==> src/rtl/counter_poll_ctrl_if.sv <==
// Request/response bus between the poll sequencer (master) and the per-FIFO counter block (slave).
interface counter_poll_ctrl_if #(
    parameter int IDX_W = 2,
    parameter int CNT_W = 5
);
    logic             req;
    logic [IDX_W-1:0] idx;
    logic             valid_in;
    logic [CNT_W-1:0] data_in;

    modport master (output req, output idx, input valid_in, input data_in);
    modport slave  (input req, input idx, output valid_in, output data_in);
endinterface

==> src/rtl/counter_poll_ctrl.sv <==
// Sweeps every FIFO counter in turn, captures the counts into a shadow set and commits
// them atomically to counts_out; a RESET on the link state bus cancels the sweep.
module counter_poll_ctrl #(
    parameter int         NUM_FIFOS = 4,
    parameter int         CNT_W     = 5,
    parameter int         IDX_W     = 2,
    parameter logic [3:0] ST_RESET  = 4'b0001,
    parameter logic [3:0] ST_IDLE   = 4'b0100
) (
    input  logic                       clk,
    input  logic                       reset_L,
    input  logic [3:0]                 state,
    input  logic                       start,
    counter_poll_ctrl_if.master        cnt,
    output logic                       busy,
    output logic                       done,
    output logic                       aborted,
    output logic [NUM_FIFOS*CNT_W-1:0] counts_out
);
    localparam int PTR_W = IDX_W + 1;
    localparam logic [PTR_W-1:0] LAST_PTR = PTR_W'(NUM_FIFOS - 1);

    typedef enum logic [1:0] {
        WAIT   = 2'd0,
        POLL   = 2'd1,
        COMMIT = 2'd2
    } fsm_t;

    fsm_t                       fsm_q, fsm_d;
    logic [PTR_W-1:0]           ptr_q, ptr_d;
    logic                       req_q, req_d;
    logic [IDX_W-1:0]           idx_q, idx_d;
    logic                       busy_q, busy_d;
    logic                       done_q, done_d;
    logic                       aborted_q, aborted_d;
    logic [NUM_FIFOS*CNT_W-1:0] counts_q, counts_d;
    logic [NUM_FIFOS*CNT_W-1:0] shadow_q, shadow_d;
    logic                       accept_s;

    // The counter block only answers in IDLE, so a valid outside IDLE is not trusted.
    assign accept_s = cnt.valid_in && (state == ST_IDLE);

    // Next-state and output decode for the sweep sequencer.
    always_comb begin
        fsm_d     = fsm_q;
        ptr_d     = ptr_q;
        req_d     = req_q;
        idx_d     = idx_q;
        busy_d    = busy_q;
        done_d    = 1'b0;
        aborted_d = 1'b0;
        counts_d  = counts_q;
        shadow_d  = shadow_q;
        case (fsm_q)
            // The commit itself happens on the edge that leaves POLL, so COMMIT is already
            // idle and may launch the next sweep in the cycle done is high.
            WAIT, COMMIT: begin
                if (start && (state != ST_RESET)) begin
                    fsm_d  = POLL;
                    ptr_d  = {PTR_W{1'b0}};
                    req_d  = 1'b1;
                    idx_d  = {IDX_W{1'b0}};
                    busy_d = 1'b1;
                end else begin
                    fsm_d  = WAIT;
                end
            end
            POLL: begin
                if (state == ST_RESET) begin
                    fsm_d     = WAIT;
                    req_d     = 1'b0;
                    idx_d     = {IDX_W{1'b0}};
                    busy_d    = 1'b0;
                    aborted_d = 1'b1;
                end else if (accept_s) begin
                    for (int i = 0; i < NUM_FIFOS; i++) begin
                        if (ptr_q == PTR_W'(i)) begin
                            shadow_d[i*CNT_W +: CNT_W] = cnt.data_in;
                        end else begin
                            shadow_d[i*CNT_W +: CNT_W] = shadow_q[i*CNT_W +: CNT_W];
                        end
                    end
                    if (ptr_q == LAST_PTR) begin
                        fsm_d    = COMMIT;
                        req_d    = 1'b0;
                        idx_d    = {IDX_W{1'b0}};
                        busy_d   = 1'b0;
                        done_d   = 1'b1;
                        counts_d = shadow_d;
                    end else begin
                        ptr_d = ptr_q + PTR_W'(1);
                        idx_d = IDX_W'(ptr_q + PTR_W'(1));
                    end
                end else begin
                    fsm_d = POLL;
                end
            end
            default: begin
                fsm_d  = WAIT;
                req_d  = 1'b0;
                idx_d  = {IDX_W{1'b0}};
                busy_d = 1'b0;
            end
        endcase
    end

    // State and output registers with synchronous active-low reset.
    always_ff @(posedge clk) begin
        if (!reset_L) begin
            fsm_q     <= WAIT;
            ptr_q     <= {PTR_W{1'b0}};
            req_q     <= 1'b0;
            idx_q     <= {IDX_W{1'b0}};
            busy_q    <= 1'b0;
            done_q    <= 1'b0;
            aborted_q <= 1'b0;
            counts_q  <= {(NUM_FIFOS*CNT_W){1'b0}};
            shadow_q  <= {(NUM_FIFOS*CNT_W){1'b0}};
        end else begin
            fsm_q     <= fsm_d;
            ptr_q     <= ptr_d;
            req_q     <= req_d;
            idx_q     <= idx_d;
            busy_q    <= busy_d;
            done_q    <= done_d;
            aborted_q <= aborted_d;
            counts_q  <= counts_d;
            shadow_q  <= shadow_d;
        end
    end

    assign cnt.req    = req_q;
    assign cnt.idx    = idx_q;
    assign busy       = busy_q;
    assign done       = done_q;
    assign aborted    = aborted_q;
    assign counts_out = counts_q;
endmodule

==> src/flat_wrapper.sv <==
// flat-port wrapper written by rule: the top's interface ports become plain ports
module counter_poll_ctrl_flat 
#(
    parameter int         NUM_FIFOS = 4,
    parameter int         CNT_W     = 5,
    parameter int         IDX_W     = 2,
    parameter logic [3:0] ST_RESET  = 4'b0001,
    parameter logic [3:0] ST_IDLE   = 4'b0100
)
  (clk, reset_L, state, start, busy, done, aborted, counts_out, cnt_req, cnt_idx, cnt_valid_in, cnt_data_in);
  counter_poll_ctrl_if #(.IDX_W(IDX_W), .CNT_W(CNT_W)) cnt_i ();
  input  logic clk;
  input  logic reset_L;
  input  logic [3:0] state;
  input  logic start;
  output logic busy;
  output logic done;
  output logic aborted;
  output logic [NUM_FIFOS*CNT_W-1:0] counts_out;
  output wire logic [$bits(cnt_i.req)-1:0] cnt_req;
  output wire logic [$bits(cnt_i.idx)-1:0] cnt_idx;
  input wire logic [$bits(cnt_i.valid_in)-1:0] cnt_valid_in;
  input wire logic [$bits(cnt_i.data_in)-1:0] cnt_data_in;
  assign cnt_req = cnt_i.req;
  assign cnt_idx = cnt_i.idx;
  assign cnt_i.valid_in = cnt_valid_in;
  assign cnt_i.data_in = cnt_data_in;
  counter_poll_ctrl #(.NUM_FIFOS(NUM_FIFOS), .CNT_W(CNT_W), .IDX_W(IDX_W), .ST_RESET(ST_RESET), .ST_IDLE(ST_IDLE)) u_core (.clk(clk), .reset_L(reset_L), .state(state), .start(start), .cnt(cnt_i), .busy(busy), .done(done), .aborted(aborted), .counts_out(counts_out));
endmodule
==> config.mk <==
export PLATFORM = sky130hd
export DESIGN_NAME = counter_poll_ctrl_flat
export DESIGN_NICKNAME = d
export VERILOG_FILES = /design/src/rtl/counter_poll_ctrl_if.sv /design/src/rtl/counter_poll_ctrl.sv /design/src/flat_wrapper.sv
export SDC_FILE = /design/constraint.sdc
export NUM_CORES = 1
export LEC_CHECK = 0
export ABC_AREA = 1
export CORE_MARGIN = 3
export CORE_UTILIZATION = 45
export DETAILED_ROUTE_END_ITERATION = 8
export PLACE_DENSITY = 0.72
export SYNTH_ARGS = -nofsm -noshare
export SYNTH_HDL_FRONTEND = slang
export SYNTH_SLANG_ARGS = --single-unit
export TNS_END_PERCENT = 10
==> constraint.sdc <==
create_clock -name clk -period 1.95 [get_ports clk]
set_clock_uncertainty 0.1 [all_clocks]
set_input_delay 0.2925 -clock clk [delete_from_list [all_inputs] [get_ports clk]]
set_output_delay 0.2925 -clock clk [all_outputs]
set_load 0.02 [all_outputs]
==> results by group <==
Outcome
  • Status: finished clean

Drt
  • Routed length per placed instance: 12.1 um
  • First-iteration detailed-routing DRC count: 77
  • Routed vias: 1810
  • Routed vias/inst: 4.99
  • Drc violations: 0
  • Antenna Nets Post-Route: 0
  • WL final: 4410 um
  • DR pass1 iterations: 4

Floorplanning
  • Row count: 23
  • Die area: 0.00524 sq mm
  • IO Count: 39
  • Die width: 72.4 um
  • Die height: 72.4 um
  • Initial Util: 48.2%
  • Core area: 0.00412 sq mm

Timing
  • Slew of the pin with the lowest slew margin: 0.360 ns
  • Crit path time final: 1.66 ns
  • RSZ-0062 raised after global routing: no
  • Fin crit share: 85.1%
  • Achievable frequency: 603 MHz
  • Worst hold margin: 0.374 ns
  • Final setup violation count: 0
  • Max-slew violation count: 0
  • Final Hold Viols: 0
  • Fin Setup TNS: 0 ns
  • Worst slew margin: 76.0%

Layout
  • Area growth syn-to-layout: 26.5%
  • Final Non-Filler Cells: 363
  • Final Cell Area: 0.00251 sq mm
  • Multi-input gate area: 931 sq um
  • Final nets: 330
  • N_diodes: 0
  • Layout cells sized above 1: 6.39%
  • Register area: 901 sq um
  • Fillers: 390

Place
  • Placer's final routability congestion estimate: 0.797
  • Dpl cell area: 0.00241 sq mm
  • Port bufs: 38
  • Number of placed instances, taps included: 355
  • HPWL after DPL: 3040 um

Logic synthesis
  • Synth Register Bits: 45
  • Net Count, Synth: 292
  • Avg Inst Size Synth: 7.24 sq um
  • Fraction of registers with async set/reset: 0%
  • Seq/Total Area, Yosys: 45.4%
  • Top FF cell, synth: dfxtp_1
  • Synthesized cell area: 0.00198 sq mm
  • Ys Warns: 0
  • Cells taking the most area after synthesis: dfxtp_1 45%, nand2_1 13%, o21ai_0 7.8%
  • Largest area contributor in the netlist: dfxtp_1
  • Post-synth EDFFs: 0
  • Yosys top cell area share: 45.4%
  • Mapped Cells: 274
  • Synth cell types: 21

Setup path
  • Stages on the worst setup path: 1
  • Buf/Inv on CP: 1
  • Worst Reg2Reg Path Length in Cells: 6
  • CP cell instances: clkdlybuf4s50_1
  • Cell family with most CP delay: buffers and inverters
  • Slowest CP cell: clkdlybuf4s50_1
  • Arrival @ worst endpoint: 1.27 ns
  • Crit path launch type: flip-flop
  • Req. time, crit path: 1.56 ns
  • Largest stage delay on the critical path: 0.61 ns
  • Worst-path maximum fanout: 2
  • Crit Path Class: reg2out
  • Crit. End Element: primary output

Clocking
  • # H-tree levels: 2
  • Clk pin slew, worst setup/hold paths: 0.09 ns
  • Clock latency on the worst-skew pair: 0.30 ns
  • CTS max path bufs: 2
  • Hold-fix buffers, CTS: 0
  • Clock sink count: 45
  • CTS Buf Count: 5
  • CTS Root Cell: clkbuf_8
  • Resized Gates After CTS: 0
  • CTS tree: done
  • Post-CTS Repair Setup Buffers: 0

Worst hold path
  • Hold Path Depth: 2
  • Min-Delay Path Class: reg2reg

Global routing
  • Busiest grt layer: met2
  • GRT met3 Usage: 5.82%
  • Vias in the first global route: 1696
  • First-pass GRT wire length: 7730 um
  • Initial antenna violation count: 0
  • Total GRT Usage: 18.5%
  • Largest net degree at the start of global routing: 39
  • Global route overflow: 0
  • Met2 usage: 29.3%
  • Grt met1 use: 24.1%

Pwr
  • Total power: 0.00178 W
  • PwrDens: 710 mW/mm^2
  • Max VDD drop: 0.000468 V
  • LEAKAGE: 1.10 nW

Job
  • Maxcap violations: 0
-- where the power goes --
part           leakage [nW]  switching, W  internal [W]
Clock                0.0512      0.000325      0.000288
Sequential            0.364     0.0000118      0.000935
Combinational         0.680      0.000140     0.0000829
Total                  1.10      0.000477       0.00131
-- cell usage in the layout, fill, tap and decap left out --
cell type,count
nand2_1,71
dfxtp_1,45
clkdlybuf4s50_1,38
nor2_1,34
o21ai_0,31
nand3_1,26
inv_1,19
a21oi_1,18
clkbuf_8,6
buf_4,6
ha_1,5
o21bai_1,3
nand4_1,2
nand3_2,1
nor2_8,1
inv_2,1
nand3_4,1
nor2_4,1
nor3_1,1
clkinv_2,1
clkinv_4,1
buf_12,1
-- metrics by stage --
step | util [%] | setup slack (ns)
2_1_floorplan | - | 0.497
3_3_place_gp | 58.7 | 0.195
3_5_place_dp | 58.7 | 0.171
4_1_cts | 61.0 | 0.278
5_1_grt | 61.0 | 0.188
6_report | 61.0 | 0.291
-- synthesized netlist by cell type (2+ instances only) --
cell      number
nor2_1        34
inv_1         19
buf_4          2
nand3_1       26
dfxtp_1       45
nand4_1        2
buf_2          2
nand2_1       71
ha_1           5
buf_6          2
buf_1          3
o21bai_1       3
clkbuf_1       5
a21oi_1       18
o21ai_0       31
-- registers in the layout, summed over array words and instances (netlist names) --
| signal | count |
|---|---|
| u_core.aborted | 1 |
| u_core.cnt.idx | 2 |
| u_core.cnt.req | 1 |
| u_core.counts_out | 20 |
| u_core.done | 1 |
| u_core.fsm_q | 2 |
| u_core.ptr_q | 3 |
| u_core.shadow_q | 15 |
-- layer usage --
layer	up-vias	part of all wire [%]
met5	-	0
met4	0	1.2
met3	5	7.1
met2	59	44
met1	788	48
li1	958	-
-- final timing paths --
kind | slack [ns] | startpoint | endpoint
worst min-delay path | 0.37 | u_core.counts_out[18]$_SDFFE_PN0P_ | u_core.counts_out[18]$_SDFFE_PN0P_
worst min register to register | 0.37 | u_core.counts_out[18]$_SDFFE_PN0P_ | u_core.counts_out[18]$_SDFFE_PN0P_
worst max-delay path | 0.29 | u_core.counts_out[8]$_SDFFE_PN0P_ | counts_out[8]
worst max register to register | 0.34 | u_core.ptr_q[0]$_SDFFE_PN0P_ | u_core.shadow_q[12]$_SDFFE_PN0P_
-- cells by family (layout without fill, tap and decap cells) --
family                     Yosys count  after routing  share of synthesized area, %
and+or+nand+nor                    138            138                          30.3
AOI/OAI and AO/OA                   52             52                          13.5
DFF                                 45             45                          45.4
buffers and inverters               34             73                          7.69
adders and majority gates            5              5                          3.15
-- area by class of cell --
cell class / count / area share [%]
multi-input combinational: 195 / 37.1
sequential: 45 / 35.9
timing repair buffer: 45 / 17.7
clock buffer: 6 / 3.29
inverter: 20 / 2.99
tap: 50 / 2.49
clock inverter: 2 / 0.548
-- worst reg2reg max path: cells and delay by family (launching register included) --
| family | cells | cell delay, ns |
|---|---|---|
| DFF | 1 | 0.41 |
| AOI/OAI and AO/OA | 2 | 0.37 |
| and+or+nand+nor | 2 | 0.31 |
| adders and majority gates | 1 | 0.20 |
| buffers and inverters | 1 | 0.11 |
Power figures use the tool's default switching activity.
